===== src/rtl/mc_controller_pkg.sv =====
// mc_controller_pkg: shared definitions for the multi-cycle MIPS controller.
// Holds the FSM state encodings, opcode/funct constants, datapath select
// encodings and the instruction-class type produced by mc_decode.
package mc_controller_pkg;

    typedef enum logic [3:0] {
        FETCH  = 4'd0,
        DCD    = 4'd1,
        EXE_R  = 4'd2,
        EXE_I  = 4'd3,
        MEMADR = 4'd4,
        MEM_RD = 4'd5,
        MEM_WR = 4'd6,
        WB_ALU = 4'd7,
        WB_MEM = 4'd8,
        BRANCH = 4'd9,
        JUMP   = 4'd10
    } state_t;

    typedef enum logic [3:0] {
        CLS_ILLEGAL,
        CLS_R_ALU,
        CLS_I_ALU,
        CLS_LOAD,
        CLS_STORE,
        CLS_BRANCH,
        CLS_JMP,
        CLS_JAL,
        CLS_JR
    } instr_cls_t;

    // Opcodes
    localparam logic [5:0] OP_RTYPE = 6'b000000;
    localparam logic [5:0] OP_ORI   = 6'b001101;
    localparam logic [5:0] OP_LUI   = 6'b001111;
    localparam logic [5:0] OP_ADDIU = 6'b001001;
    localparam logic [5:0] OP_LW    = 6'b100011;
    localparam logic [5:0] OP_SW    = 6'b101011;
    localparam logic [5:0] OP_BEQ   = 6'b000100;
    localparam logic [5:0] OP_J     = 6'b000010;
    localparam logic [5:0] OP_JAL   = 6'b000011;

    // R-type funct codes
    localparam logic [5:0] FN_ADDU  = 6'b100001;
    localparam logic [5:0] FN_SUBU  = 6'b100011;
    localparam logic [5:0] FN_SLT   = 6'b101010;
    localparam logic [5:0] FN_JR    = 6'b001000;

    // Datapath select encodings
    localparam logic [1:0] REGDST_RT    = 2'd0;
    localparam logic [1:0] REGDST_RD    = 2'd1;
    localparam logic [1:0] REGDST_RA    = 2'd2;
    localparam logic [1:0] MEM2REG_ALU  = 2'd0;
    localparam logic [1:0] MEM2REG_RAM  = 2'd1;
    localparam logic [1:0] MEM2REG_PC   = 2'd2;
    localparam logic [1:0] NPC_SEL_PC4  = 2'd0;
    localparam logic [1:0] NPC_SEL_BR   = 2'd1;
    localparam logic [1:0] NPC_SEL_J    = 2'd2;
    localparam logic [1:0] NPC_SEL_REG  = 2'd3;
    localparam logic [1:0] EXTOP_ZERO   = 2'd0;
    localparam logic [1:0] EXTOP_SIGN   = 2'd1;
    localparam logic [1:0] EXTOP_HIGH   = 2'd2;
    localparam logic [2:0] ALUOP_ADD    = 3'd0;
    localparam logic [2:0] ALUOP_SUB    = 3'd1;
    localparam logic [2:0] ALUOP_OR     = 3'd2;
    localparam logic [2:0] ALUOP_SLT    = 3'd3;
    localparam logic       ALUSRC_B     = 1'b0;
    localparam logic       ALUSRC_EXT   = 1'b1;

    // Decoder result: instruction class plus the ALU/EXT controls that the
    // EXE and WB_ALU phases apply for ALU-class instructions.
    typedef struct packed {
        instr_cls_t cls;
        logic [2:0] aluop;
        logic [1:0] extop;
    } dec_t;

endpackage


===== src/rtl/mc_controller_if.sv =====
// mc_controller_if: controller <-> datapath signal bundle.
//   IR fields : opcode, funct          (datapath -> controller)
//   status    : Zero, MemRdy           (datapath -> controller)
//   strobes   : PCWr, IRWr, RegWr, MemWr, MemRd, MemTO
//   selects   : ALUSrc, RegDst, Mem2Reg, NPCSel, EXTOp, ALUOp
//   debug     : State
// master = controller side, slave = datapath side.
interface mc_controller_if;
    logic [5:0] opcode;
    logic [5:0] funct;
    logic       Zero;
    logic       MemRdy;
    logic       PCWr;
    logic       IRWr;
    logic       RegWr;
    logic       MemWr;
    logic       MemRd;
    logic       ALUSrc;
    logic [1:0] RegDst;
    logic [1:0] Mem2Reg;
    logic [1:0] NPCSel;
    logic [1:0] EXTOp;
    logic [2:0] ALUOp;
    logic       MemTO;
    logic [3:0] State;

    modport master (
        input  opcode, funct, Zero, MemRdy,
        output PCWr, IRWr, RegWr, MemWr, MemRd, ALUSrc, RegDst, Mem2Reg,
               NPCSel, EXTOp, ALUOp, MemTO, State
    );

    modport slave (
        output opcode, funct, Zero, MemRdy,
        input  PCWr, IRWr, RegWr, MemWr, MemRd, ALUSrc, RegDst, Mem2Reg,
               NPCSel, EXTOp, ALUOp, MemTO, State
    );
endinterface


===== src/rtl/mc_controller_decode.sv =====
// mc_decode: combinational opcode/funct -> instruction class decoder.
//   i_opcode : IR[31:26]
//   i_funct  : IR[5:0]
//   o_dec    : class (R_ALU, I_ALU, LOAD, STORE, BRANCH, JMP, JAL, JR,
//              ILLEGAL) plus ALUOp/EXTOp for the ALU classes
module mc_decode
    import mc_controller_pkg::*;
(
    input  logic [5:0] i_opcode,
    input  logic [5:0] i_funct,
    output dec_t       o_dec
);

    always_comb begin
        o_dec.cls   = CLS_ILLEGAL;
        o_dec.aluop = ALUOP_ADD;
        o_dec.extop = EXTOP_ZERO;
        case (i_opcode)
            OP_RTYPE: begin
                case (i_funct)
                    FN_ADDU: begin o_dec.cls = CLS_R_ALU; o_dec.aluop = ALUOP_ADD; end
                    FN_SUBU: begin o_dec.cls = CLS_R_ALU; o_dec.aluop = ALUOP_SUB; end
                    FN_SLT:  begin o_dec.cls = CLS_R_ALU; o_dec.aluop = ALUOP_SLT; end
                    FN_JR:   o_dec.cls = CLS_JR;
                    default: o_dec.cls = CLS_ILLEGAL;
                endcase
            end
            OP_ORI: begin
                o_dec.cls   = CLS_I_ALU;
                o_dec.aluop = ALUOP_OR;
                o_dec.extop = EXTOP_ZERO;
            end
            // rs is $0 for lui, so OR passes the shifted immediate through
            OP_LUI: begin
                o_dec.cls   = CLS_I_ALU;
                o_dec.aluop = ALUOP_OR;
                o_dec.extop = EXTOP_HIGH;
            end
            OP_ADDIU: begin
                o_dec.cls   = CLS_I_ALU;
                o_dec.aluop = ALUOP_ADD;
                o_dec.extop = EXTOP_SIGN;
            end
            OP_LW:   o_dec.cls = CLS_LOAD;
            OP_SW:   o_dec.cls = CLS_STORE;
            OP_BEQ:  o_dec.cls = CLS_BRANCH;
            OP_J:    o_dec.cls = CLS_JMP;
            OP_JAL:  o_dec.cls = CLS_JAL;
            default: o_dec.cls = CLS_ILLEGAL;
        endcase
    end

endmodule


===== src/rtl/mc_controller.sv =====
// mc_controller: Moore FSM sequencing the multi-cycle MIPS datapath.
//   clk, rst : clock, synchronous active-high reset
//   mc       : mc_controller_if.master (IR fields, Zero, MemRdy in;
//              write strobes, mux selects, MemTO and State out)
// MEM_WAIT_MAX bounds the MEM-phase stall; 0 disables the timeout.
module mc_controller
    import mc_controller_pkg::*;
#(
    parameter int unsigned MEM_WAIT_MAX = 15
) (
    input  logic            clk,
    input  logic            rst,
    mc_controller_if.master mc
);

    // Wait counter is 4 bits, so larger limits clamp to its saturation value.
    localparam logic [3:0] WAIT_LIM = (MEM_WAIT_MAX > 15) ? 4'd15 : 4'(MEM_WAIT_MAX);
    localparam bit         TO_EN    = (MEM_WAIT_MAX != 0);

    state_t     r_state;
    state_t     w_next;
    logic [3:0] r_wait_cnt;
    dec_t       w_dec;
    logic       w_in_mem;
    logic       w_timeout;

    logic       w_pcwr, w_irwr, w_regwr, w_memwr, w_memrd, w_memto, w_alusrc;
    logic [1:0] w_regdst, w_mem2reg, w_npcsel, w_extop;
    logic [2:0] w_aluop;

    mc_decode u_decode (
        .i_opcode (mc.opcode),
        .i_funct  (mc.funct),
        .o_dec    (w_dec)
    );

    assign w_in_mem  = (r_state == MEM_RD) || (r_state == MEM_WR);
    // MemRdy in the limit cycle wins: the access completes instead.
    assign w_timeout = TO_EN && w_in_mem && !mc.MemRdy && (r_wait_cnt == WAIT_LIM);

    always_ff @(posedge clk) begin
        if (rst) begin
            r_state    <= FETCH;
            r_wait_cnt <= '0;
        end else begin
            r_state <= w_next;
            if (w_in_mem && !mc.MemRdy && !w_timeout)
                r_wait_cnt <= (r_wait_cnt == 4'hF) ? r_wait_cnt : r_wait_cnt + 4'd1;
            else
                r_wait_cnt <= '0;
        end
    end

    always_comb begin
        w_next = r_state;
        case (r_state)
            FETCH: w_next = DCD;
            DCD: begin
                case (w_dec.cls)
                    CLS_R_ALU:                  w_next = EXE_R;
                    CLS_I_ALU:                  w_next = EXE_I;
                    CLS_LOAD, CLS_STORE:        w_next = MEMADR;
                    CLS_BRANCH:                 w_next = BRANCH;
                    CLS_JMP, CLS_JAL, CLS_JR:   w_next = JUMP;
                    default:                    w_next = FETCH;
                endcase
            end
            EXE_R, EXE_I: w_next = WB_ALU;
            MEMADR:       w_next = (w_dec.cls == CLS_STORE) ? MEM_WR : MEM_RD;
            MEM_RD: begin
                if (mc.MemRdy)      w_next = WB_MEM;
                else if (w_timeout) w_next = FETCH;
            end
            MEM_WR: begin
                if (mc.MemRdy || w_timeout) w_next = FETCH;
            end
            default: w_next = FETCH;
        endcase
    end

    always_comb begin
        w_pcwr    = 1'b0;
        w_irwr    = 1'b0;
        w_regwr   = 1'b0;
        w_memwr   = 1'b0;
        w_memrd   = 1'b0;
        w_memto   = 1'b0;
        w_alusrc  = ALUSRC_B;
        w_regdst  = REGDST_RT;
        w_mem2reg = MEM2REG_ALU;
        w_npcsel  = NPC_SEL_PC4;
        w_extop   = EXTOP_ZERO;
        w_aluop   = ALUOP_ADD;
        case (r_state)
            FETCH: begin
                w_pcwr = 1'b1;
                w_irwr = 1'b1;
            end
            // WB_ALU shares the EXE decode so the ALU result stays stable
            // while the GPR write commits.
            EXE_R, EXE_I, WB_ALU: begin
                w_alusrc = (w_dec.cls == CLS_I_ALU) ? ALUSRC_EXT : ALUSRC_B;
                w_extop  = w_dec.extop;
                w_aluop  = w_dec.aluop;
                w_regdst = (w_dec.cls == CLS_R_ALU) ? REGDST_RD : REGDST_RT;
                w_regwr  = (r_state == WB_ALU);
            end
            MEMADR, MEM_RD, MEM_WR, WB_MEM: begin
                w_alusrc = ALUSRC_EXT;
                w_extop  = EXTOP_SIGN;
                w_aluop  = ALUOP_ADD;
                w_memrd  = (r_state == MEM_RD);
                w_memwr  = (r_state == MEM_WR);
                w_memto  = w_timeout;
                if (r_state == WB_MEM) begin
                    w_regwr   = 1'b1;
                    w_mem2reg = MEM2REG_RAM;
                end
            end
            BRANCH: begin
                w_aluop  = ALUOP_SUB;
                w_npcsel = NPC_SEL_BR;
                w_pcwr   = mc.Zero;
            end
            JUMP: begin
                w_pcwr = 1'b1;
                case (w_dec.cls)
                    CLS_JR:  w_npcsel = NPC_SEL_REG;
                    CLS_JAL: begin
                        w_npcsel  = NPC_SEL_J;
                        w_regwr   = 1'b1;
                        w_regdst  = REGDST_RA;
                        w_mem2reg = MEM2REG_PC;
                    end
                    default: w_npcsel = NPC_SEL_J;
                endcase
            end
            default: ;
        endcase
        if (rst) begin
            w_pcwr    = 1'b0;
            w_irwr    = 1'b0;
            w_regwr   = 1'b0;
            w_memwr   = 1'b0;
            w_memrd   = 1'b0;
            w_memto   = 1'b0;
            w_alusrc  = 1'b0;
            w_regdst  = '0;
            w_mem2reg = '0;
            w_npcsel  = '0;
            w_extop   = '0;
            w_aluop   = '0;
        end
    end

    assign mc.PCWr    = w_pcwr;
    assign mc.IRWr    = w_irwr;
    assign mc.RegWr   = w_regwr;
    assign mc.MemWr   = w_memwr;
    assign mc.MemRd   = w_memrd;
    assign mc.MemTO   = w_memto;
    assign mc.ALUSrc  = w_alusrc;
    assign mc.RegDst  = w_regdst;
    assign mc.Mem2Reg = w_mem2reg;
    assign mc.NPCSel  = w_npcsel;
    assign mc.EXTOp   = w_extop;
    assign mc.ALUOp   = w_aluop;
    assign mc.State   = r_state;

endmodule


===== src/flat_wrapper.sv =====
// flat-port wrapper written by rule: the top's interface ports become plain ports
module mc_controller_flat import mc_controller_pkg::*;
#(
    parameter int unsigned MEM_WAIT_MAX = 15
)
  (clk, rst, mc_opcode, mc_funct, mc_Zero, mc_MemRdy, mc_PCWr, mc_IRWr, mc_RegWr, mc_MemWr, mc_MemRd, mc_ALUSrc, mc_RegDst, mc_Mem2Reg, mc_NPCSel, mc_EXTOp, mc_ALUOp, mc_MemTO, mc_State);
  mc_controller_if mc_i ();
  input  logic clk;
  input  logic rst;
  input wire logic [$bits(mc_i.opcode)-1:0] mc_opcode;
  input wire logic [$bits(mc_i.funct)-1:0] mc_funct;
  input wire logic [$bits(mc_i.Zero)-1:0] mc_Zero;
  input wire logic [$bits(mc_i.MemRdy)-1:0] mc_MemRdy;
  output wire logic [$bits(mc_i.PCWr)-1:0] mc_PCWr;
  output wire logic [$bits(mc_i.IRWr)-1:0] mc_IRWr;
  output wire logic [$bits(mc_i.RegWr)-1:0] mc_RegWr;
  output wire logic [$bits(mc_i.MemWr)-1:0] mc_MemWr;
  output wire logic [$bits(mc_i.MemRd)-1:0] mc_MemRd;
  output wire logic [$bits(mc_i.ALUSrc)-1:0] mc_ALUSrc;
  output wire logic [$bits(mc_i.RegDst)-1:0] mc_RegDst;
  output wire logic [$bits(mc_i.Mem2Reg)-1:0] mc_Mem2Reg;
  output wire logic [$bits(mc_i.NPCSel)-1:0] mc_NPCSel;
  output wire logic [$bits(mc_i.EXTOp)-1:0] mc_EXTOp;
  output wire logic [$bits(mc_i.ALUOp)-1:0] mc_ALUOp;
  output wire logic [$bits(mc_i.MemTO)-1:0] mc_MemTO;
  output wire logic [$bits(mc_i.State)-1:0] mc_State;
  assign mc_i.opcode = mc_opcode;
  assign mc_i.funct = mc_funct;
  assign mc_i.Zero = mc_Zero;
  assign mc_i.MemRdy = mc_MemRdy;
  assign mc_PCWr = mc_i.PCWr;
  assign mc_IRWr = mc_i.IRWr;
  assign mc_RegWr = mc_i.RegWr;
  assign mc_MemWr = mc_i.MemWr;
  assign mc_MemRd = mc_i.MemRd;
  assign mc_ALUSrc = mc_i.ALUSrc;
  assign mc_RegDst = mc_i.RegDst;
  assign mc_Mem2Reg = mc_i.Mem2Reg;
  assign mc_NPCSel = mc_i.NPCSel;
  assign mc_EXTOp = mc_i.EXTOp;
  assign mc_ALUOp = mc_i.ALUOp;
  assign mc_MemTO = mc_i.MemTO;
  assign mc_State = mc_i.State;
  mc_controller #(.MEM_WAIT_MAX(MEM_WAIT_MAX)) u_core (.clk(clk), .rst(rst), .mc(mc_i));
endmodule

===== config.mk =====
export PLATFORM = sky130hd
export DESIGN_NAME = mc_controller_flat
export DESIGN_NICKNAME = d
export VERILOG_FILES = /design/src/rtl/mc_controller_pkg.sv /design/src/rtl/mc_controller_if.sv /design/src/rtl/mc_controller_decode.sv /design/src/rtl/mc_controller.sv /design/src/flat_wrapper.sv
export SDC_FILE = /design/constraint.sdc
export NUM_CORES = 1
export LEC_CHECK = 0
export BUFFER_PORTS_ARGS = -buffer_cell sky130_fd_sc_hd__buf_2
export CAP_MARGIN = 20
export CORE_MARGIN = 2
export CORE_UTILIZATION = 51
export CTS_CLUSTER_SIZE = 8
export DETAILED_ROUTE_END_ITERATION = 8
export GPL_ROUTABILITY_DRIVEN = 1
export GPL_TIMING_DRIVEN = 0
export PLACE_DENSITY = 0.82
export SLEW_MARGIN = 20
export SYNTH_ARGS = -nofsm -noshare
export SYNTH_HDL_FRONTEND = slang
export SYNTH_SLANG_ARGS = --single-unit

===== constraint.sdc =====
create_clock -name clk -period 4.9 [get_ports clk]
set_clock_uncertainty 0.05 [all_clocks]
set_input_delay 0.245 -clock clk [delete_from_list [all_inputs] [get_ports clk]]
set_output_delay 0.245 -clock clk [all_outputs]
set_load 0.02 [all_outputs]

==> results of run 1 <==
-- registers in the layout, indices dropped and copies added, names as in the netlist --
name / cells
u_core.mc.State: 4
u_core.r_wait_cnt: 4
-- path summary, 6_finish.rpt --
check | slack [ns] | cells after the start | endpoint | from
worst max-delay path | 2.33 | 10 | mc_RegWr | mc_opcode[4]
worst min-delay path | 0.29 | 3 | u_core.r_wait_cnt[2] | mc_MemRdy
worst max register to register | 3.11 | 6 | u_core.mc.State[0] | u_core.mc.State[3]
worst min register to register | 0.41 | 1 | u_core.r_wait_cnt[0] | u_core.r_wait_cnt[0]
-- cells in the final DEF, fill, tap and decap left out, types with 2 or more instances in the layout --
master | Yosys | final
or2_2 | 2 | 2
nor3_1 | 8 | 8
clkbuf_1 | 5 | 5
a22oi_1 | 2 | 2
nor3b_1 | 4 | 4
and3_1 | 2 | 2
o32ai_1 | 2 | 2
o211ai_1 | 2 | 2
mux2i_1 | 2 | 2
xnor2_1 | 2 | 2
nand3_1 | 5 | 5
dfxtp_1 | 8 | 8
nand4_1 | 2 | 2
a311oi_1 | 2 | 2
ha_1 | 5 | 5
nand2_1 | 8 | 8
or4_4 | 2 | 2
a21oi_1 | 6 | 6
clkbuf_4 | 0 | 3
nor2b_1 | 5 | 5
buf_2 | 0 | 35
nor2_1 | 18 | 18
and2_1 | 2 | 2
inv_1 | 7 | 7
o21ai_0 | 3 | 3
nand2b_1 | 5 | 5
a31oi_1 | 2 | 2
o2bb2ai_1 | 2 | 2
-- power by group through the flow --
| stage | sequential, W | clock, W | combinational (W) |
|---|---|---|---|
| 6_report | 0.0000719 | 0.0000506 | 0.0000922 |
| 5_1_grt | 0.0000723 | 0.0000556 | 0.000100 |
| 4_1_cts | 0.0000717 | 0.0000518 | 0.0000909 |
| 3_5_place_dp | 0.0000731 | 0 | 0.0000907 |
| 3_3_place_gp | 0.0000732 | 0 | 0.0000882 |
| 2_1_floorplan | 0.0000770 | 0 | 0.0000575 |
-- metrics by stage --
stage                     worst slack (ns)  cells  util (%)  total power, W
after floorplan                       2.45    132         -        0.000135
after global placement                2.39    192      66.4        0.000161
after detailed placement              2.33    192      66.4        0.000164
after CTS                             2.33    195      67.8        0.000214
after global routing                  2.13    195      67.8        0.000228
final                                 2.33    195      67.8        0.000215
-- worst max-delay path, cell delays in order --
cell and delay (ns):
buf_2 0.14, or4_4 0.53, nor2_1 0.20, nand2_1 0.09, o32a_1 0.22, inv_1 0.09, ha_1 0.17, nand2_1 0.11
a311oi_1 0.28, buf_2 0.21
-- metal layers --
layer  up-vias  wire, um
li1        561         -
met1       530      1130
met2        34      1250
met3         2       116
met4         0         8
met5         -         0
-- cell families (layout without fill, tap and decap cells) --
kind of cell / after synthesis / after routing / share of synthesized area, %
muxes: 2 / 2 / 2.13
adders and majority gates: 5 / 5 / 6.65
and+or+nand+nor: 68 / 68 / 39.9
xor gates and xnor gates: 3 / 3 / 2.79
DFF: 8 / 8 / 17.0
other: 1 / 1 / 0.399
buffers and inverters: 13 / 51 / 5.59
AOI/OAI and AO/OA: 32 / 32 / 25.5
-- area by class of cell --
type / instances / area [sq um] / area share [%]
Sequential cell: 8 / 160 / 13.7
Buffer: 6 / 26.3 / 2.25
Timing Repair Buffer: 35 / 175 / 15.0
Inverter: 7 / 26.3 / 2.25
Tap cell: 25 / 31.3 / 2.67
Clock buffer: 3 / 22.5 / 1.93
Multi-Input combinational cell: 111 / 728 / 62.2
==> results.md, run 1 <==
- Yosys top cell area share: 17.0%
- CTS tree: yes
- DP Area: 1150 sq um
- Design area: 1170 sq um
- PortBufs: 35
- Vias in the first global route: 983
- Flop pwr share: 33.5%
- Top_reg_cell synth: dfxtp_1
- Syn nets: 153
- Site row count: 15
- Hold slack: 0.285 ns
- Switching Share: 39.6%
- Post-Synthesis Cells: 132
- Synth cell types: 45
- CTS H-tree lvls: 1
- Clock power share: 23.6%
- Tcrit/Tclk final: 52.4%
- Drc violations: 0
- Critical path class: primary input to output pin
- IO Pins: 38
- Hold_buf cts: 0
- Ys Warns: 0
- # resized after CTS: 0
- CP arrival: 2.27 ns
- Ranking of synthesized cells by area: dfxtp_1, nor2_1, ha_1
- DP HPWL: 1970 um
- Met3 Use GR: 6.92%
- Largest net degree at the start of global routing: 11
- Period minus WS final: 2.57 ns
- NetSw: 0.0000851 W
- Die height: 47.0 um
- Setup TNS: 0 ns
- Post-synthesis sequential area ratio: 17.0%
- Top post-synthesis cells by count: nor2_1, dfxtp_1, nand2_1, nor3_1, inv_1
- Req. time, crit path: 4.61 ns
- Nets: 193
- Core area: 1730 sq um
- Clock Tree Buf Depth: 2
- First-pass GRT wire length: 4090 um
- Die width: 47.0 um
- Root buffer cell: clkbuf_4
- Final hold vios: 0
- Overflow after GRT: 0
- Cell Int Power: 0.000130 W
- Share of layout cells above drive strength 1: 28.2%
- DRT Wirelength: 2500 um
- Synth area leader: dfxtp_1
- Max-slew violations: 0
- Grt peak-use layer: met2
- Startpoint Class: primary input
- EDFF count, synth: 0
- P_leak: 0.509 nW
- Avg WL per Cell: 12.8 um
- Die area: 2200 sq um
- DRT Pass-1 Iters: 4
- IR drop worst, VDD: 0.145 mV
- Area grow syn2layout: 24.3%
- ANT cells: 0
- HP Class: primary input to flop
- Share of total power in combinational logic: 42.9%
- Maxcap violations: 0
- CP max FO: 8
- Initial antenna violation count: 0
- Fillers: 171
- Status: finished, final reports clean
- Fmax: 0.389 GHz
- Pwr Density: 184 nW/um^2
- Routing usage on met2: 42.5%
- Flops & latches, synth: 8
- Grt met1 use: 32.3%
- DRT iter0 DRCs: 28
- Clk Latency, worst-skew pair: 0.26 ns
- Fraction of registers with async set/reset: 0%
- CTS sink cnt: 8
- DRT antenna net count: 0
- Final Setup Violations: 0
- Worst Setup End Kind: output pin
- Final GP Congestion: 0.896
- Post-CTS setup buffers: 0
- Initial core utilization: 54.5%
- Count leader, synth: nor2_1
- Number of CTS-inserted buffers: 3
- RSZ-0062 raised after global routing: false
- Synth Cell Area: 941 sq um
- Clk pin slew, worst setup/hold paths: 0.06 ns
- Vias/cell: 5.78
- Syn_area_per_cell: 7.13 sq um
- Via Count: 1,127
- GR Util All Layers: 25.1%
No activity file was read; power rests on OpenSTA's default activity.
==> run 2: changes to the inputs <==
Settings changed: ABC_AREA from default to 1, CORE_UTILIZATION 51 to 49, PLACE_DENSITY 0.82 to 0.78.
Clock period 4.9 ns to 2.5 ns, I/O delays scaled along.
==> results.md, run 2 <==
- Reg2Reg Setup Slack: 1.03 ns
- Overflow after GRT: 0
- # resized after CTS: 0
- First-pass GRT wire length: 4290 um
- CTS tree: yes
- Die width: 49.7 um
- Nets: 230
- Hold Path Depth: 3
- Area grow syn2layout: 23.1%
- Clk Latency, worst-skew pair: 0.24 ns
- Via Count: 1,177
- CP max FO: 4
- CP arrival: 1.84 ns
- Startpoint Class: primary input
- Worst r2r dst: u_core.mc.State[1]
- Fmax: 0.497 GHz
- EDFF count, synth: 0
- Post-route worst setup slack: 0.486 ns
- Tcrit/Tclk final: 80.6%
- P_leak: 0.721 nW
- Post-synthesis sequential area ratio: 15.7%
- Critical Path Start: mc_opcode[1]
- Post-Synthesis Cells: 168
- CTS sink cnt: 8
- Top post-synthesis cells by count: nand2_1, nor2_1, inv_1
- Reg-to-Reg Start: u_core.mc.State[0]
- RSZ-0062 raised after global routing: false
- Initial antenna violation count: 0
- Met3 Use GR: 4.55%
- ANT cells: 0
- Syn nets: 189
- Max-slew violations: 0
- GR Util All Layers: 21.2%
- Grt peak-use layer: met2
- Most frequent cells in the layout: buf_2, nand2_1, nor2_1
- Pwr Density: 305 nW/um^2
- Worst Setup End Kind: output pin
- Share of layout cells above drive strength 1: 31.9%
- Avg WL per Cell: 9.79 um
- Clock Tree Buf Depth: 2
- Core area: 1960 sq um
- Critical path class: primary input to output pin
- Drc violations: 0
- Ys Warns: 0
- Synth cell types: 32
- IR drop worst, VDD: 0.377 mV
- Synth Cell Area: 1020 sq um
- Syn_area_per_cell: 6.08 sq um
- Crit path capture: mc_RegWr
- DRT Pass-1 Iters: 4
- Vias/cell: 5.03
- Flops & latches, synth: 8
- DP HPWL: 1980 um
- DRT Wirelength: 2290 um
- Die area: 2470 sq um
- Routing usage on met2: 38.7%
- Ranking of synthesized cells by area: dfxtp_1, nand2_1, nor2_1
- R2R depth: 8
- Clk pin slew, worst setup/hold paths: 0.05 ns
- Top_reg_cell synth: dfxtp_1
- Status: finished, final reports clean
- Req. time, crit path: 2.33 ns
- HP Class: primary input to flop
- Actual slew at the worst max-slew pin: 0.515 ns
- Die height: 49.7 um
- Synth area leader: dfxtp_1
- Commonest non-fill, non-tap cell in the layout: buf_2
- Grt met1 use: 26.3%
- Setup TNS: 0 ns
- Vias in the first global route: 1,102
- Final Setup Violations: 0
- Hold_buf cts: 0
- Site row count: 16
- Final hold vios: 0
- Maxcap violations: 0
- Slew HR: 65.4%
- Count leader, synth: nand2_1
- Root buffer cell: clkbuf_4
- Final GP Congestion: 0.831
- Post-CTS setup buffers: 0
- CTS H-tree lvls: 1
- DRT iter0 DRCs: 33
- Number of CTS-inserted buffers: 3
- Pre-CTS setup slack: 0.427 ns
- Yosys top cell area share: 15.7%
- Largest net degree at the start of global routing: 11
- Period minus WS final: 2.01 ns
- DRT antenna net count: 0
- Initial core utilization: 52.1%
- IO Pins: 38
- Fraction of registers with async set/reset: 0%
- PortBufs: 36
==> run 2: changes by cell type in the layout (fill, tap and decap cells not counted), moves of 5 or more <==
| cell | before | now |
|---|---|---|
| nor2_1 | 18 | 26 |
| nand3_1 | 5 | 10 |
| nand3_2 | 0 | 6 |
| nor3_1 | 8 | 3 |
| nor2b_1 | 5 | 0 |
| nor2_2 | 0 | 5 |
| nand2_1 | 8 | 32 |
| clkbuf_1 | 5 | 0 |
| nand2b_1 | 5 | 0 |
| inv_1 | 7 | 24 |
==> run 2: report_power, final <==
group | switching [W] | internal (W)
sequential | 0.00000863 | 0.000134
clock | 0.0000375 | 0.0000545
combinational | 0.000100 | 0.0000489
total | 0.000147 | 0.000237
==> run 2: worst min-delay path by stage <==
stage               startpoint                  to
finish               mc_MemRdy  u_core.mc.State[3]
global route         mc_MemRdy  u_core.mc.State[3]
CTS                  mc_MemRdy  u_core.mc.State[3]
detailed placement   mc_MemRdy  u_core.mc.State[3]
global placement     mc_MemRdy  u_core.mc.State[3]
floorplan            mc_MemRdy  u_core.mc.State[3]
==> run 2: layer usage <==
| metal | vias up | routed length, um |
|---|---|---|
| met5 | - | 0 |
| met2 | 32 | 1140 |
| li1 | 616 | - |
| met1 | 529 | 1060 |
| met4 | 0 | 0 |
| met3 | 0 | 100 |
==> run 2: worst max-delay path, cell delays in order <==
cell and delay, ns:
buf_2 0.13, nand2_2 0.10, inv_2 0.04, nand2_1 0.11, nor2_1 0.05, nor4_1 0.49, inv_1 0.14, ha_1 0.24
nand3_1 0.14, a21oi_1 0.09, buf_2 0.18
==> run 2: through the flow <==
stage	hold WS [ns]	utilization (%)	std cells	power [W]	area, sq um
after global routing	0.105	64.2	234	0.000418	1260
after detailed placement	0.375	63.0	231	0.000293	1240
after global placement	0.372	63.0	231	0.000289	1240
after floorplan	0.240	-	168	0.000245	1020
after CTS	0.114	64.2	234	0.000388	1260
final	0.121	64.2	234	0.000384	1260
==> run 2: area by class of cell <==
class	count	area [sq um]
Buffer	2	11.3
Sequential cell	8	160
Multi-Input combinational cell	130	746
Clock buffer	3	22.5
Fill cell	195	703
Tap cell	27	33.8
Timing Repair Buffer	36	180
Inverter	28	105
==> run 2: kinds of logic after synthesis <==
logic type      Yosys count  share of synthesized area, %
compound gates           23                          13.7
xor+xnor                  2                          1.71
fa+ha+maj                 5                          6.12
buf+inv                  30                          11.4
flops                     8                          15.7
other cells               1                         0.367
simple gates             99                          51.0
==> run 3: changes to the inputs <==
Settings changed: CORE_UTILIZATION 49 to 44, PLACE_DENSITY 0.78 to 0.73.
Clock period 2.5 ns to 1.8 ns, I/O delays scaled along.
==> results.md, run 3 (synthesized netlist as in run 2, its figures left out) <==
- Status: finished, final reports clean
- Core area: 2210 sq um
- Clock Tree Buf Depth: 2
- Req. time, crit path: 1.66 ns
- Commonest non-fill, non-tap cell in the layout: buf_2
- Nets: 233
- GR Util All Layers: 19.2%
- Final Setup Violations: 0
- Vias/cell: 5.06
- Die height: 52.2 um
- Initial antenna violation count: 0
- Vias in the first global route: 1,041
- Pwr Density: 410 nW/um^2
- HP Class: primary input to flop
- P_leak: 0.755 nW
- First-pass GRT wire length: 4140 um
- DP HPWL: 2080 um
- Reg2Reg Setup Slack: 0.44 ns
- PortBufs: 36
- Dpl cells: 232
- Post-route worst setup slack: 0.0732 ns
- Area grow syn2layout: 36.6%
- CP max FO: 4
- DRT iter0 DRCs: 25
- IO Pins: 38
- Site row count: 17
- Max-slew violations: 0
- Share of layout cells above drive strength 1: 41.4%
- Die area: 2720 sq um
- Pwr Total: 0.000573 W
- DRT Wirelength: 2680 um
- RSZ-0062 raised after global routing: true
- Avg WL per Cell: 11.3 um
- Final GP Congestion: 0.853
- Drc violations: 0
- Most frequent cells in the layout: buf_2, nand2_1, nor2_1
- Period minus WS final: 1.73 ns
- Overflow after GRT: 0
- ANT cells: 0
- Initial core utilization: 46.2%
- Die width: 52.2 um
- CTS sink cnt: 8
- Maxcap violations: 0
- Final hold vios: 0
- IR drop worst, VDD: 0.295 mV
- Final std cells w/o fill: 238
- DP Area: 1240 sq um
- Worst Setup End Kind: output pin
- Fmax: 0.579 GHz
- Design area: 1400 sq um
- Largest net degree at the start of global routing: 11
- DRT antenna net count: 0
- Critical path class: primary input to output pin
- Clk Latency, worst-skew pair: 0.26 ns
- Via Count: 1,205
- Clk pin slew, worst setup/hold paths: 0.06 ns
- Tcrit/Tclk final: 95.9%
- Number of CTS-inserted buffers: 3
- CP arrival: 1.59 ns
- Pre-CTS setup slack: -0.224 ns
- DRT Pass-1 Iters: 4
- Startpoint Class: primary input
- CTS tree: yes
- CTS H-tree lvls: 1
- Root buffer cell: clkbuf_4
-- run 3: changes by cell type in the layout (fill, tap and decap cells not counted), sizes merged --
cell,before,now
buf,38,41
-- run 3: layout make-up --
cell class | instances | area [sq um]
Timing Repair Buffer | 39 | 205
Fill cell | 214 | 816
Multi-Input combinational cell | 130 | 850
Clock buffer | 3 | 22.5
Inverter | 28 | 105
Buffer | 2 | 11.3
Tap cell | 28 | 35.0
Sequential cell | 8 | 168
-- run 3: repair_timing --
action | 4_1_cts | 5_1_grt
resized for setup | 4 | 24
setup buffers | 0 | 3
hold buffers | 0 | 0
pin swaps | 1 | 4
setup endpoints to repair | 6 | 9
-- run 3: worst paths after layout --
path                              from                   end  cells past startpoint
setup / recovery          mc_opcode[1]          mc_NPCSel[0]                     11
hold / removal               mc_MemRdy    u_core.mc.State[3]                      3
setup reg to reg    u_core.mc.State[2]    u_core.mc.State[1]                     10
hold reg to reg   u_core.r_wait_cnt[0]  u_core.r_wait_cnt[0]                      1
-- run 3: where the power goes --
group	switching, W	leakage (nW)	total [W]	internal, W
Clock	0.0000622	0.0138	0.000139	0.0000764
Sequential	0.0000131	0.0668	0.000200	0.000187
Combinational	0.000153	0.674	0.000234	0.0000814
Total	0.000228	0.755	0.000573	0.000345
-- run 3: routing by layer --
metal / global-route usage (%) / share of wire (%) / vias up
li1: - / - / 624
met1: 23.8 / 43 / 556
met2: 36.5 / 53 / 25
met3: 3.43 / 4.1 / 0
met4: 0 / 0 / 0
met5: 0 / 0 / -
-- run 3: worst max-delay path, cell delays in order --
cell	delay, ns
buf_2	0.15
nand2_4	0.08
inv_2	0.04
nand2_2	0.08
nor2_1	0.07
nor4_4	0.32
buf_4	0.18
ha_4	0.16
nand4_1	0.10
a21oi_1	0.15
buf_4	0.16
-- run 3: per-stage QoR --
| step | setup TNS, ns | hold slack [ns] | utilization (%) |
|---|---|---|---|
| 3_3_place_gp | -0.606 | 0.333 | 55.9 |
| 6_report | 0 | 0.0606 | 63.1 |
| 3_5_place_dp | -1.22 | 0.340 | 55.9 |
| 5_1_grt | -0.0537 | 0.105 | 63.1 |
| 2_1_floorplan | 0 | 0.205 | - |
| 4_1_cts | 0 | 0.0688 | 57.7 |
